`config.mk`:
```
export PLATFORM = sky130hd
export DESIGN_NAME = id_ex_stage
export DESIGN_NICKNAME = d
export VERILOG_FILES = /design/src/rtl/id_ex_stage.sv
export SDC_FILE = /design/constraint.sdc
export NUM_CORES = 1
export LEC_CHECK = 0
export CAP_MARGIN = 40
export CORE_UTILIZATION = 40
export CTS_CLUSTER_SIZE = 25
export DETAILED_ROUTE_END_ITERATION = 8
export PLACE_DENSITY = 0.79
export SYNTH_ARGS = -nofsm -noshare
export SYNTH_HDL_FRONTEND = slang
export SYNTH_SLANG_ARGS = --single-unit
```
`constraint.sdc`:
```
create_clock -name clk -period 2.7 [get_ports clk]
set_input_delay 0.27 -clock clk [delete_from_list [all_inputs] [get_ports clk]]
set_output_delay 0.27 -clock clk [all_outputs]
set_load 0.05 [all_outputs]
```
`src/rtl/id_ex_stage.sv`:
```
// rtl/id_ex_stage.sv - ID/EX pipeline register with load-use bubble and WB bypass (optional ID_EX_PERF_CNT_EN counters)
module id_ex_stage #(
  parameter int XLEN = 32
) (
  input  logic            clk,
  input  logic            rst,
  input  logic            stall_in,
  input  logic            flush_in,
  input  logic            id_valid,
  input  logic [XLEN-1:0] id_pc,
  input  logic [5:0]      id_instr_id,
  input  logic [4:0]      id_rs1_addr,
  input  logic [4:0]      id_rs2_addr,
  input  logic            id_rs1_valid,
  input  logic            id_rs2_valid,
  input  logic [4:0]      id_rd_addr,
  input  logic            id_rd_valid,
  input  logic            id_is_load,
  input  logic [XLEN-1:0] id_rs1_data,
  input  logic [XLEN-1:0] id_rs2_data,
  input  logic [XLEN-1:0] id_imm,
  input  logic            wb_wr_en,
  input  logic [4:0]      wb_rd_addr,
  input  logic [XLEN-1:0] wb_data,
  output logic            ex_valid,
  output logic [XLEN-1:0] ex_pc,
  output logic [XLEN-1:0] ex_imm,
  output logic [XLEN-1:0] ex_rs1_data,
  output logic [XLEN-1:0] ex_rs2_data,
  output logic [5:0]      ex_instr_id,
  output logic [4:0]      ex_rs1_addr,
  output logic [4:0]      ex_rs2_addr,
  output logic [4:0]      ex_rd_addr,
  output logic            ex_rs1_valid,
  output logic            ex_rs2_valid,
  output logic            ex_rd_valid,
  output logic            ex_is_load,
`ifdef ID_EX_PERF_CNT_EN
  output logic [31:0]     perf_bubble_cnt,
  output logic [31:0]     perf_flush_cnt,
`endif
  output logic            load_use_stall
);

  logic            hazard;
  logic            wb_live;
  logic [XLEN-1:0] cap_rs1_data;
  logic [XLEN-1:0] cap_rs2_data;
  logic            hold_rs1_hit;
  logic            hold_rs2_hit;

  // Load in EX whose result the ID instruction needs; x0 never creates a dependency
  always_comb begin
    hazard = ex_valid & ex_is_load & ex_rd_valid & (ex_rd_addr != 5'd0) & id_valid &
             ((id_rs1_valid & (id_rs1_addr == ex_rd_addr)) |
              (id_rs2_valid & (id_rs2_addr == ex_rd_addr)));
  end

  assign load_use_stall = hazard & ~stall_in & ~flush_in;

  // WB write that lands this cycle is not yet visible in the register-file read data
  always_comb begin
    wb_live      = wb_wr_en & (wb_rd_addr != 5'd0);
    cap_rs1_data = (wb_live && (wb_rd_addr == id_rs1_addr)) ? wb_data : id_rs1_data;
    cap_rs2_data = (wb_live && (wb_rd_addr == id_rs2_addr)) ? wb_data : id_rs2_data;
    hold_rs1_hit = wb_live & (wb_rd_addr == ex_rs1_addr) & ex_rs1_valid;
    hold_rs2_hit = wb_live & (wb_rd_addr == ex_rs2_addr) & ex_rs2_valid;
  end

  // Pipeline register: reset > flush > stall (with hold bypass) > hazard bubble > capture
  always_ff @(posedge clk) begin
    if (rst) begin
      ex_valid     <= 1'b0;
      ex_pc        <= '0;
      ex_imm       <= '0;
      ex_rs1_data  <= '0;
      ex_rs2_data  <= '0;
      ex_instr_id  <= '0;
      ex_rs1_addr  <= '0;
      ex_rs2_addr  <= '0;
      ex_rd_addr   <= '0;
      ex_rs1_valid <= 1'b0;
      ex_rs2_valid <= 1'b0;
      ex_rd_valid  <= 1'b0;
      ex_is_load   <= 1'b0;
    end else if (flush_in || (!stall_in && hazard)) begin
      ex_valid     <= 1'b0;
      ex_rs1_valid <= 1'b0;
      ex_rs2_valid <= 1'b0;
      ex_rd_valid  <= 1'b0;
      ex_is_load   <= 1'b0;
    end else if (stall_in) begin
      if (hold_rs1_hit) ex_rs1_data <= wb_data;
      if (hold_rs2_hit) ex_rs2_data <= wb_data;
    end else begin
      ex_valid     <= id_valid;
      ex_pc        <= id_pc;
      ex_imm       <= id_imm;
      ex_rs1_data  <= cap_rs1_data;
      ex_rs2_data  <= cap_rs2_data;
      ex_instr_id  <= id_instr_id;
      ex_rs1_addr  <= id_rs1_addr;
      ex_rs2_addr  <= id_rs2_addr;
      ex_rd_addr   <= id_rd_addr;
      ex_rs1_valid <= id_rs1_valid & id_valid;
      ex_rs2_valid <= id_rs2_valid & id_valid;
      ex_rd_valid  <= id_rd_valid & id_valid;
      ex_is_load   <= id_is_load & id_valid;
    end
  end

`ifdef ID_EX_PERF_CNT_EN
  // Event counters; they follow the same priority as the pipeline register
  always_ff @(posedge clk) begin
    if (rst) begin
      perf_bubble_cnt <= '0;
      perf_flush_cnt  <= '0;
    end else if (flush_in) begin
      perf_flush_cnt  <= perf_flush_cnt + 32'd1;
    end else if (!stall_in && hazard) begin
      perf_bubble_cnt <= perf_bubble_cnt + 32'd1;
    end
  end
`endif

endmodule

```
# Yosys cells after proc, flatten, opt, wreduce, memory -nomap -nowiden
# Cells that the tools add are included.
# W data, S select, Z words.
dict set report word_totals {
  n_memories 0
  mem_bits_rw 0
  latch_bits 0
  in_bits 196
  word_cells 60
  output_inout_bits 155
  romBits 0
  register_bits 154
}
dict set report classes {
  n_reduce_logical 11
  addsub 0
  eq_ne 8
  shift 0
  n_lt_le_gt_ge 0
  n_mux 6
  n_div 0
  n_mul 0
  bitwise_logic 22
}
# cell n
set op_table {}
lappend op_table {{$mux W32} 6}
lappend op_table {{$eq A5 B5 Y1} 6}
lappend op_table {{$and A1 B1 Y1} 18}
lappend op_table {{$reduce_bool A5 Y1} 2}
lappend op_table {{$reduce_and A2 Y1} 3}
lappend op_table {{$ne A2 B1 Y1 const B} 2}
lappend op_table {{$logic_and A1 B1 Y1} 3}
lappend op_table {{$not A1 Y1} 3}
lappend op_table {{$reduce_or A2 Y1} 1}
lappend op_table {{$logic_not A1 Y1} 1}
lappend op_table {{$logic_or A1 B1 Y1} 1}
lappend op_table {{$or A1 B1 Y1} 1}

# Depth between registers and ports, before layout
# Gate-level depths: netlist of run 1.
dict set report depth {
  depth_word 9
  depth_mapped 7
  depth_no_buf 5
}

# Least setup slack after synthesis of run 1
# No wires, ideal clock.
dict set report synth_path {
  kind {register to output}
  from {register ex_rd_addr[4]}
  to {output load_use_stall}
  stages_incl_launch_ff 6
  path_buffers 0
  required_time_ns 2.430
  path_slack_ns 0.246
  arrival_ns 2.184
  cell_sequence {dfxtp_1 xnor2_1 nand4_1 o22ai_1 nand2_1 nor2_1}
}
dict set report synth_between {
  elab_chain_len 6
  word_cells_on_any_way 11
  classes_between {eq/ne: 2; bitwise: 8; reduce/logical: 1}
}
# item line
set synth_rtl {}
lappend synth_rtl {{start: declaration} 33} ;# output logic [4:0] ex_rd_addr,
lappend synth_rtl {{start signal: assignment} 104} ;# ex_rd_addr <= id_rd_addr;
lappend synth_rtl {{$eq A5 B5 Y1 (tied with other cells)} 55} ;# ((id_rs1_valid & (id_rs1_addr == ex_rd_addr)) |
lappend synth_rtl {{$and A1 B1 Y1, on equally long branches} {55, 54, 56}}
lappend synth_rtl {{$or A1 B1 Y1 / $and A1 B1 Y1 (equally long branches)} {55, 54}}
lappend synth_rtl {{$and A1 B1 Y1 (*)} 54} ;# hazard = ex_valid & ex_is_load & ex_rd_valid & (ex_rd_addr != 5'd0) & id_valid &
lappend synth_rtl {{$and A1 B1 Y1 (*) (2 in a row)} 59} ;# assign load_use_stall = hazard & ~stall_in & ~flush_in;
lappend synth_rtl {{end: declaration} 42} ;# output logic load_use_stall
# Every way passes the cells marked *; elsewhere a longest branch is shown, timed or not.

# Worst setup path in the final report of run 1
# Ends and elaborated chain as after synthesis.

==> summary.txt, run 1 <==
Synthesis
  – Syn Area/Cell: 9.89 um2
  – Sequential area share after synthesis: 0.430
  – Dominant cell type by area after synthesis: dfxtp_1
  – Synth top area share: 0.430
  – Syn_nets: 921
  – Area fraction in and, or, nand and nor cells after synthesis: 0.167
  – Post-Synth Adder-Cell Area: 0
  – Ys Warns: 0
  – Cell area after synthesis: 0.00717 mm2
  – Synth area leaders: dfxtp_1 (43%), mux2i_1 (21%), nand2b_1 (15%)
  – Largest family of logic cells by synthesized area: multiplexers
  – Number of synthesized register bits: 154
  – Count of cell types in the netlist: 30
  – Compound-Gate Fraction of Synth Area: 0.0819
  – Post-synthesis mux area share: 0.208
  – Post-Synth XOR/XNOR Area: 0.0367
  – Cell count after synthesis: 725

Worst hold path
  – Worst hold-check path type: in -> reg
  – Hold_sp: id_pc[16]
  – Worst Hold End: ex_pc[16]
  – WHS Path Cells: 3

Timing
  – RSZ-0062 raised after global routing: false
  – Setup ws final: 0.416 ns
  – Hold Fails Final Rpt: 0
  – Final setup TNS: 0 ns
  – Final worst-path cycle share: 0.846
  – Worst clock skew: 0.00956 ns
  – Worst-margin pin slew: 0.738 ns
  – Final max-slew violation count: 0
  – Post-layout min period: 2.28 ns
  – Max Freq: 438 MHz
  – Worst slew margin: 0.508
  – Endpoints failing setup: 0

Floorplan
  – Starting Density: 0.411
  – Core Region: 0.0174 mm2
  – Die height: 136 um
  – Rows: 48
  – Die width: 136 um
  – IO Pins: 351
  – Die footprint: 0.0185 mm2

GRT
  – Grt total ovfl: 0
  – Initial antenna violation count: 1
  – Met2 usage: 0.427
  – First-pass GRT wire length: 33,200 um
  – Vias in the first global route: 6,235
  – GR Util All Layers: 0.237
  – GR Layer Usage met3: 0.0712
  – Gr busiest metal: met2
  – Largest net degree at the start of global routing: 112
  – Met1 Use GR: 0.256

Drt
  – Total wire length: 22,400 um
  – First drt pass iteration count: 5
  – WL/cell: 17.2 um
  – Iteration-0 DRC Markers: 222
  – Drt drc: 0
  – Post-DR vias/cell: 4.79
  – Antenna-violating nets left: 0
  – Vias: 6,225

Clocking
  – Clock Sinks: 154
  – Postcts setup bufs: 0
  – CTS Hold Bufs: 0
  – Max H-tree Level: 4
  – Cells resized by post-CTS repair: 0
  – Clock transition at the registers of the reported paths: 0.06 ns
  – Num CTS Buffers: 17
  – CTS max path bufs: 2
  – CTS tree: yes
  – Clock Latency Late Sink: 0.42 ns
  – Root buffer cell: clkbuf_16

Critical path
  – CP cell instances: xnor2_1 > nand4_1 > o22ai_1 > buf_4 > nand2_1 > nor2_1 > buf_12
  – R2R Path Start: ex_rd_addr[0]
  – Kind of critical path: reg -> out
  – Slowest cell delay on critical path: 0.51 ns
  – CP Data Required Time: 2.43 ns
  – Slowest cell on crit path: dfxtp_1
  – Reg2Reg Depth: 7
  – CP endpoint kind: primary output
  – Setup crit start kind: flop
  – CP max FO: 7
  – R2R setup slack: 0.44 ns
  – R2r endpoint: ex_pc[31]
  – Crit path DAT: 2.01 ns

Placement
  – Post-DP HPWL: 16,800 um
  – Port Buffers: 350
  – Final GP Congestion: 0.904
  – Placed instance area: 0.0110 mm2
  – Place WS: 0.161 ns

Pwr
  – Max VDD drop: 0.000422 V
  – Sw Pwr: 1.90 mW
  – Reg power frac: 0.380
  – Logic pwr share: 0.238
  – Int Power: 4.63 mW
  – Power Density: 564 mW/mm2
  – Pleak: 4.39 nW
  – Clock power frac: 0.382
  – Switching share of total power: 0.291

Layout
  – Register area: 0.00308 mm2
  – Layout Utilization: 0.664
  – # diodes: 0
  – Net count, final: 1,257
  – Area of the multi-input gates: 0.00357 mm2
  – Ratio of cells with drive above 1 in the final layout: 0.0568
  – Commonest non-fill, non-tap cells in the layout: clkdlybuf4s50_1 (348), nand2b_1 (170), dfxtp_1 (154)
  – Commonest non-fill, non-tap cell in the layout: clkdlybuf4s50_1
  – Post-route cell area: 0.0116 mm2
  – Area grow syn2layout: 61.5%
  – Fillers: 1,417

Flow run
  – Max_cap viols: 0

Status
  – Run status: complete, no violations
final cells by class:
class / count / area share
Tap cell: 225 / 0.0243
Sequential cell: 154 / 0.266
Clock inverter: 13 / 0.0141
Clock buffer: 19 / 0.0391
Multi-Input combinational cell: 454 / 0.308
Inverter: 65 / 0.0211
Timing Repair Buffer: 369 / 0.327
synthesized netlist by cell type, drive strengths merged:
cell	instances
o21a	1
inv	65
nor2b	3
nand2b	170
a221oi	2
or2	1
nor3	2
nor2	7
a41oi	2
a211oi	1
a21o	1
xnor2	16
a22oi	4
clkbuf	25
dfxtp	154
and4b	1
o211ai	1
a221o	2
nand4	4
nor4	2
xor2	14
buf	27
nand2	3
or4	2
o22ai	65
a21oi	1
mux2i	149
sequential cells by signal (all words and copies together) (netlist names):
register	cells
ex_imm	32
ex_instr_id	6
ex_is_load	1
ex_pc	32
ex_rd_addr	5
ex_rd_valid	1
ex_rs1_addr	5
ex_rs1_data	32
ex_rs1_valid	1
ex_rs2_addr	5
ex_rs2_data	32
ex_rs2_valid	1
ex_valid	1
logic make-up after synthesis:
group / Yosys count
and+or+nand+nor: 195
DFF: 154
muxes: 149
buffers and inverters: 117
AOI/OAI and AO/OA: 80
xor gates and xnor gates: 30
per-stage QoR:
step / hold slack, ns / std cells / total power [mW]
final: 0.416 / 1299 / 6.53
after global routing: 0.412 / 1299 / 6.78
after CTS: 0.396 / 1299 / 6.59
after detailed placement: 0.446 / 1267 / 4.08
after global placement: 0.442 / 1267 / 4.07
after floorplan: 0.414 / 725 / 3.40
power groups by stage:
| stage | clock (mW) | combinational (mW) | sequential (mW) |
|---|---|---|---|
| after global placement | 0 | 1.55 | 2.52 |
| after global routing | 2.66 | 1.64 | 2.49 |
| after detailed placement | 0 | 1.56 | 2.53 |
| final | 2.49 | 1.55 | 2.48 |
| after CTS | 2.55 | 1.56 | 2.48 |
| after floorplan | 0 | 0.442 | 2.96 |
worst max-delay path by stage:
stage	start	endpoint
finish	ex_rd_addr[4]	load_use_stall
global route	ex_rd_addr[4]	load_use_stall
CTS	ex_rd_addr[4]	load_use_stall
detailed placement	wb_rd_addr[1]	ex_rs1_data[2]
global placement	wb_rd_addr[1]	ex_rs1_data[7]
floorplan	ex_rd_addr[4]	load_use_stall
layer usage:
metal  routed length [um]  part of all wire
met1                 8850              0.40
met2                11300              0.50
met3                 1680             0.075
met4                  524             0.023
met5                   13           0.00058
worst max-delay path, delay by kind of cell (launching register included):
kind	cells	cell delay (ns)
AND/OR/NAND/NOR	3	0.35
XOR/XNOR	1	0.16
flip-flops	1	0.51
buffers and inverters	2	0.38
AO/OA/AOI/OAI	1	0.19
Power figures use the tool's default switching activity.
==> run 2: changes to the inputs <==
- CORE_UTILIZATION: 40 -> 37
- PLACE_DENSITY: 0.79 -> 0.77
- clock period: 2.7 -> 1.89 ns (I/O delays scaled with it)
==> run 2 against run 1 <==
The run now ends with negative setup slack left. Routed wire length rose by 3.8%. Flip-flop and latch count did not move. Critical endpoint unchanged. Via count rose by 3.2%. First-iteration DRC count fell by 18%. Clock power rose by 33%. Global-route usage fell by 1.1 points. Cell count rose by 6.2%. Utilization fell by 1.8 points. Worst hold slack got worse by 0.086 ns.
==> summary.txt, run 2 (synthesis gave the netlist of run 1 again) <==
Clocking
  – Clock transition at the registers of the reported paths: 0.07 ns (was 0.06 ns)
  – Root buffer cell: clkbuf_16 (unchanged)
  – Max H-tree Level: 4 (unchanged)
  – CTS max path bufs: 2 (unchanged)
  – Clock Sinks: 154 (unchanged)
  – Num CTS Buffers: 17 (unchanged)
  – Clock Latency Late Sink: 0.42 ns (about the same)
  – CTS tree: yes (unchanged)

Critical path
  – Slowest cell delay on critical path: 0.53 ns (was 0.51 ns)
  – CP cell instances: or4_4 > o211ai_4 > inv_2 > buf_6 > nand2_4 > nor2_4 > buf_12 (was xnor2_1 > nand4_1 > o22ai_1 > buf_4 > nand2_1 > nor2_1 > buf_12)
  – CP max FO: 3 (was 7)
  – Setup crit start kind: flop (unchanged)
  – Slowest cell on crit path: or4_4 (was dfxtp_1)
  – Crit path DAT: 1.91 ns (was 2.01 ns)
  – CP endpoint kind: primary output (unchanged)
  – Kind of critical path: reg -> out (unchanged)
  – CP bufs+invs: 3 (was 2)
  – Largest delay share family, worst path: simple AND/OR/NAND/NOR gates (was flip-flops)
  – CP Data Required Time: 1.70 ns (was 2.43 ns)

Floorplan
  – Starting Density: 0.381 (was 0.411)
  – Die height: 141 um (was 136 um)
  – IO Pins: 351 (unchanged)
  – Core Region: 0.0188 mm2 (was 0.0174 mm2)
  – Die width: 141 um (was 136 um)
  – Die footprint: 0.0199 mm2 (was 0.0185 mm2)
  – Rows: 50 (was 48)

Pwr
  – Logic pwr share: 0.258 (was 0.238)
  – Clock power frac: 0.358 (was 0.382)
  – Sw Pwr: 2.79 mW (was 1.90 mW)
  – Pleak: 4.73 nW (was 4.39 nW)
  – Reg power frac: 0.384 (was 0.380)
  – Power Density: 756 mW/mm2 (was 564 mW/mm2)
  – Max VDD drop: 0.000647 V (was 0.000422 V)
  – Switching share of total power: 0.303 (was 0.291)
  – Int Power: 6.42 mW (was 4.63 mW)

GRT
  – Initial antenna violation count: 1 (unchanged)
  – Vias in the first global route: 6,517 (was 6,235)
  – Grt total ovfl: 0 (unchanged)
  – Largest net degree at the start of global routing: 91 (was 112)
  – First-pass GRT wire length: 34,700 um (was 33,200 um)
  – GR Util All Layers: 0.226 (was 0.237)

Timing
  – Worst clock skew: 0.00734 ns (was 0.00956 ns)
  – Setup ws final: -0.207 ns (was 0.416 ns)
  – Endpoints failing setup: 150 (was 0)
  – Final worst-path cycle share: 1.11
  – Worst slew margin: 0.593 (was 0.508)
  – RSZ-0062 raised after global routing: true (was false)
  – Final max-slew violation count: 0 (unchanged)
  – Hold Fails Final Rpt: 0 (unchanged)
  – Worst-margin pin slew: 0.611 ns (was 0.738 ns)
  – Max Freq: 477 MHz
  – Post-layout min period: 2.10 ns

Placement
  – Place WS: -0.549 ns (was 0.161 ns)
  – Final GP Congestion: 0.794 (was 0.904)
  – Post-DP HPWL: 17,000 um (was 16,800 um)
  – Placed insts: 1,332 (was 1,267)
  – Port Buffers: 350 (unchanged)

Drt
  – Total wire length: 23,200 um (was 22,400 um)
  – Post-DR vias/cell: 4.66 (was 4.79)
  – Drt drc: 0 (unchanged)
  – Uppermost layer routed: met5 (unchanged)
  – Antenna-violating nets left: 0 (unchanged)
  – Met3 routed WL: 1900 um (was 1680 um)
  – First drt pass iteration count: 4 (was 5)
  – Routed met2 length: 11,200 um (was 11,300 um)
  – Vias: 6,427 (was 6,225)
  – Iteration-0 DRC Markers: 182 (was 222)
  – WL/cell: 16.8 um (was 17.2 um)
  – Wl on met1: 9260 um (was 8850 um)

Layout
  – Ratio of cells with drive above 1 in the final layout: 0.121 (was 0.0568)
  – Area grow syn2layout: 69.8% (was 61.5%)
  – Fillers: 1,549 (was 1,417)
  – # diodes: 0 (unchanged)
  – Commonest non-fill, non-tap cell in the layout: clkdlybuf4s50_1 (unchanged)
  – Post-Layout Cell Count: 1,379 (was 1,299)
  – Commonest non-fill, non-tap cells in the layout: clkdlybuf4s50_1 (331), nand2b_1 (170), mux2i_1 (149), dfxtp_1 (149), inv_1 (64) (was clkdlybuf4s50_1 (348), nand2b_1 (170), dfxtp_1 (154))
  – Net count, final: 1,302 (was 1,257)

Status
  – Failing checks: negative setup slack
  – Run status: finished, violations left (was complete, no violations)

Worst hold path
  – Worst hold-check path type: in -> reg (unchanged)

Flow run
  – Max_cap viols: 0 (unchanged)
-- run 2: worst reg2reg max path: stages (launching register included) --
cell and delay (ns):
dfxtp_4 0.34, or4_4 0.53, o211ai_4 0.19, inv_2 0.08
a211oi_4 0.31, buf_6 0.23, clkbuf_16 0.19, mux2i_1 0.17
-- run 2: repair_timing --
item                       in CTS  in global routing
setup endpoints to repair     153                152
gates cloned                    4                  4
hold buffers                    0                  0
hold endpoints to repair        0                  0
resized for setup              21                 20
buffers inserted                6                  4
pin swaps                       4                  5
-- run 2: power by group through the flow --
| stage | clock, mW | sequential [mW] | combinational (mW) |
|---|---|---|---|
| floorplan | 0 | 4.23 | 0.645 |
| global placement | 0 | 3.60 | 2.26 |
| detailed placement | 0 | 3.60 | 2.28 |
| CTS | 3.38 | 3.53 | 2.35 |
| global route | 3.52 | 3.55 | 2.51 |
| finish | 3.30 | 3.53 | 2.38 |
-- run 2: worst paths after layout --
check	start	to	slack, ns	cells past startpoint
hold reg to reg	ex_rs2_data[30]	ex_rs2_data[30]	0.46	2
setup reg to reg	ex_rd_addr[0]	ex_pc[14]	-0.21	7
hold / removal	id_pc[22]	ex_pc[22]	0.33	3
setup / recovery	ex_rd_addr[0]	load_use_stall	-0.21	7
-- run 2: final cells by class --
| type | instances | area [um2] | area share |
|---|---|---|---|
| clock buffer | 20 | 447 | 0.0367 |
| clock inverter | 12 | 118 | 0.00966 |
| inverter | 65 | 244 | 0.0200 |
| multi-input combinational | 454 | 3670 | 0.302 |
| sequential | 154 | 3090 | 0.254 |
| tap | 260 | 325 | 0.0267 |
| timing repair buffer | 414 | 4270 | 0.351 |
-- run 2: metrics by stage --
stage | hold WS, ns | instance area [um2] | setup TNS [ns] | util | total power, mW
finish | 0.330 | 12200 | -25.10 | 0.646 | 9.21
global route | 0.326 | 12200 | -35.95 | 0.646 | 9.58
CTS | 0.313 | 12000 | -24.81 | 0.639 | 9.26
detailed placement | 0.444 | 11200 | -48.93 | 0.597 | 5.88
global placement | 0.438 | 11200 | -46.46 | 0.597 | 5.86
floorplan | 0.333 | 7230 | -15.61 | - | 4.87
-- run 2: metal layers --
metal | vias to the layer above | track usage
met3 | 49 | 0.0795
met1 | 2935 | 0.244
met4 | 2 | 0.104
li1 | 3197 | -
met5 | - | 0
met2 | 244 | 0.395
==> run 3: changes to the inputs <==
- GPL_ROUTABILITY_DRIVEN: not set -> 0
- PLACE_DENSITY: 0.77 -> not set
- PLACE_DENSITY_LB_ADDON: not set -> 0.3
==> run 3 against run 2 <==
The run still ends with negative setup slack left. Clock skew grew 0.0043 ns. Clock-buffer cell count down 2. Clock power rose by 5%. Non-clock buffer count unchanged. Fmax down 1.4%. Power rose by 3.0%. Sequential power about the same. Worst hold slack worse by 0.0070 ns. Combinational power grew 4%. Die area stayed put. Via count grew 2.5%. Critical endpoint is now ex_rs2_data[23].
==> summary.txt, run 3 (synthesis gave the netlist of run 1 again) <==
Critical path
  – Slowest cell on crit path: or4_4 (unchanged)
  – Kind of critical path: reg -> reg (was reg -> out)
  – CP max FO: 32 (was 3)
  – R2R Path Start: ex_rd_addr[0] (unchanged)
  – Reg2Reg Depth: 7 (unchanged)
  – R2r endpoint: ex_rs2_data[23] (was ex_pc[14])
  – CP Data Required Time: 2.23 ns (was 1.70 ns)
  – CP cell instances: or4_4 > o211ai_4 > inv_2 > buf_4 > a221o_1 > buf_12 > o22ai_1 (was or4_4 > o211ai_4 > inv_2 > buf_6 > nand2_4 > nor2_4 > buf_12)
  – R2R setup slack: -0.24 ns (was -0.21 ns)
  – CP endpoint kind: flop (was primary output)
  – Crit path DAT: 2.47 ns (was 1.91 ns)
  – Setup crit start kind: flop (unchanged)
  – Slowest cell delay on critical path: 0.53 ns (about the same)

GRT
  – GR Util All Layers: 0.237 (was 0.226)
  – Initial antenna violation count: 1 (unchanged)
  – Vias in the first global route: 6,610 (was 6,517)
  – Grt total ovfl: 0 (unchanged)
  – First-pass GRT wire length: 36,100 um (was 34,700 um)
  – Largest net degree at the start of global routing: 106 (was 91)

Floorplan
  – IO Pins: 351 (unchanged)
  – Core Region: 0.0188 mm2 (unchanged)
  – Rows: 50 (unchanged)
  – Die footprint: 0.0199 mm2 (unchanged)
  – Die height: 141 um (unchanged)
  – Die width: 141 um (unchanged)
  – Starting Density: 0.381 (unchanged)

Drt
  – Antenna-violating nets left: 0 (unchanged)
  – Drt drc: 0 (unchanged)
  – Post-DR vias/cell: 4.77 (was 4.66)
  – First drt pass iteration count: 5 (was 4)
  – Total wire length: 24,700 um (was 23,200 um)
  – WL/cell: 17.9 um (was 16.8 um)
  – Vias: 6,589 (was 6,427)
  – Iteration-0 DRC Markers: 285 (was 182)

Layout
  – Ratio of cells with drive above 1 in the final layout: 0.156 (was 0.121)
  – Commonest non-fill, non-tap cells in the layout: clkdlybuf4s50_1 (331), nand2b_1 (170), dfxtp_1 (149) (was clkdlybuf4s50_1 (331), nand2b_1 (170), mux2i_1 (149), dfxtp_1 (149), inv_1 (64))
  – Register area: 0.00309 mm2 (unchanged)
  – Net count, final: 1,302 (unchanged)
  – Commonest non-fill, non-tap cell in the layout: clkdlybuf4s50_1 (unchanged)
  – Area grow syn2layout: 74.3% (was 69.8%)
  – Fillers: 1,487 (was 1,549)
  – Area of the multi-input gates: 0.00396 mm2 (was 0.00367 mm2)
  – Layout Utilization: 0.663 (was 0.646)

Timing
  – Setup ws final: -0.236 ns (was -0.207 ns)
  – Max Freq: 470 MHz (was 477 MHz)
  – Final worst-path cycle share: 1.12 (was 1.11)
  – Final max-slew violation count: 0 (unchanged)
  – RSZ-0062 raised after global routing: true (unchanged)
  – Worst slew margin: 0.519 (was 0.593)
  – Worst Hold Margin: 0.323 ns (was 0.330 ns)
  – Worst-margin pin slew: 0.722 ns (was 0.611 ns)
  – Hold Fails Final Rpt: 0 (unchanged)
  – Post-layout min period: 2.13 ns (was 2.10 ns)
  – Final setup TNS: -21.67 ns (was -25.10 ns)
  – Endpoints failing setup: 149 (was 150)
  – Worst clock skew: 0.0117 ns (was 0.00734 ns)

Worst hold path
  – Worst hold-check path type: in -> reg (unchanged)
  – Worst Hold End: ex_pc[11] (was ex_pc[22])
  – Hold_sp: id_pc[11] (was id_pc[22])
  – WHS Path Cells: 3 (unchanged)

Clocking
  – Num CTS Buffers: 17 (unchanged)
  – Clock Sinks: 154 (unchanged)
  – Root buffer cell: clkbuf_16 (unchanged)
  – Clock Latency Late Sink: 0.43 ns (was 0.42 ns)
  – Clock transition at the registers of the reported paths: 0.07 ns (about the same)
  – CTS max path bufs: 2 (unchanged)
  – Max H-tree Level: 4 (unchanged)
  – CTS tree: yes (unchanged)

Status
  – Failing checks: negative setup slack (unchanged)
  – Run status: finished, violations left (unchanged)

Placement
  – Place WS: -0.521 ns (was -0.549 ns)
  – Port Buffers: 350 (unchanged)
  – Post-DP HPWL: 17,200 um (was 17,000 um)

Pwr
  – Pleak: 4.82 nW (was 4.73 nW)
  – Max VDD drop: 0.000625 V (was 0.000647 V)
  – Power Density: 760 mW/mm2 (was 756 mW/mm2)

Flow run
  – Max_cap viols: 0 (unchanged)
==> run 3: cell types whose count changed in the layout (fill, tap and decap cells not counted), sizes merged <==
cell	before	now
buf	75	74
diode	0	1
clkinvlp	7	3
clkbuf	23	21
inv	68	70
bufinv	1	2
dlygate4sd2	3	4
clkinv	1	4
==> run 3: critical path: cells and delay by family, from the launching register on <==
kind | cells | cell delay, ns
DFF | 1 | 0.34
and+or+nand+nor | 1 | 0.53
buffers and inverters | 3 | 0.43
AOI/OAI and AO/OA | 3 | 0.73
==> run 3: how the worst max path moves through the flow <==
stage	start	to	cells past startpoint
2_1_floorplan	ex_rd_addr[0]	ex_imm[0]	7
3_3_place_gp	wb_rd_addr[1]	ex_rs2_data[3]	7
3_5_place_dp	wb_rd_addr[1]	ex_rs1_data[21]	7
4_1_cts	ex_rd_addr[1]	load_use_stall	7
5_1_grt	ex_rd_addr[0]	ex_rs2_data[12]	7
6_report	ex_rd_addr[0]	ex_rs2_data[23]	7
==> run 3: what timing repair did <==
item / 4_1_cts / 5_1_grt
resized for setup: 26 / 59
pin swaps: 3 / 6
hold buffers: 0 / 0
endpoints found under the setup margin: 154 / 152
cloned: 3 / 3
buffers inserted: 7 / 3
==> run 3: report_power, final <==
group	switching, mW	total [mW]	internal [mW]
sequential	0.103	3.53	3.43
combinational	1.32	2.48	1.16
clock	1.50	3.48	1.98
==> run 3: metrics by stage <==
step	power, mW	instance area [um2]	instances
6_report	9.49	12500	1380
5_1_grt	9.84	12500	1380
4_1_cts	9.45	12100	1375
3_5_place_dp	5.89	11300	1333
3_3_place_gp	5.86	11300	1333
2_1_floorplan	4.87	7230	725
==> run 3: area by class of cell <==
| type | count | area share |
|---|---|---|
| antenna | 1 | 0.000200 |
| clock buffer | 18 | 0.0344 |
| clock inverter | 14 | 0.0130 |
| inverter | 65 | 0.0195 |
| multi-input combinational | 454 | 0.317 |
| sequential | 154 | 0.248 |
| tap | 260 | 0.0260 |
| timing repair buffer | 414 | 0.342 |
==> run 3: metal layers <==
metal,up-vias,wire length (um),GRT usage
met5,-,0,0
met4,0,946,0.111
met3,60,2030,0.0761
met2,276,12100,0.412
met1,3064,9540,0.261
li1,3189,-,-
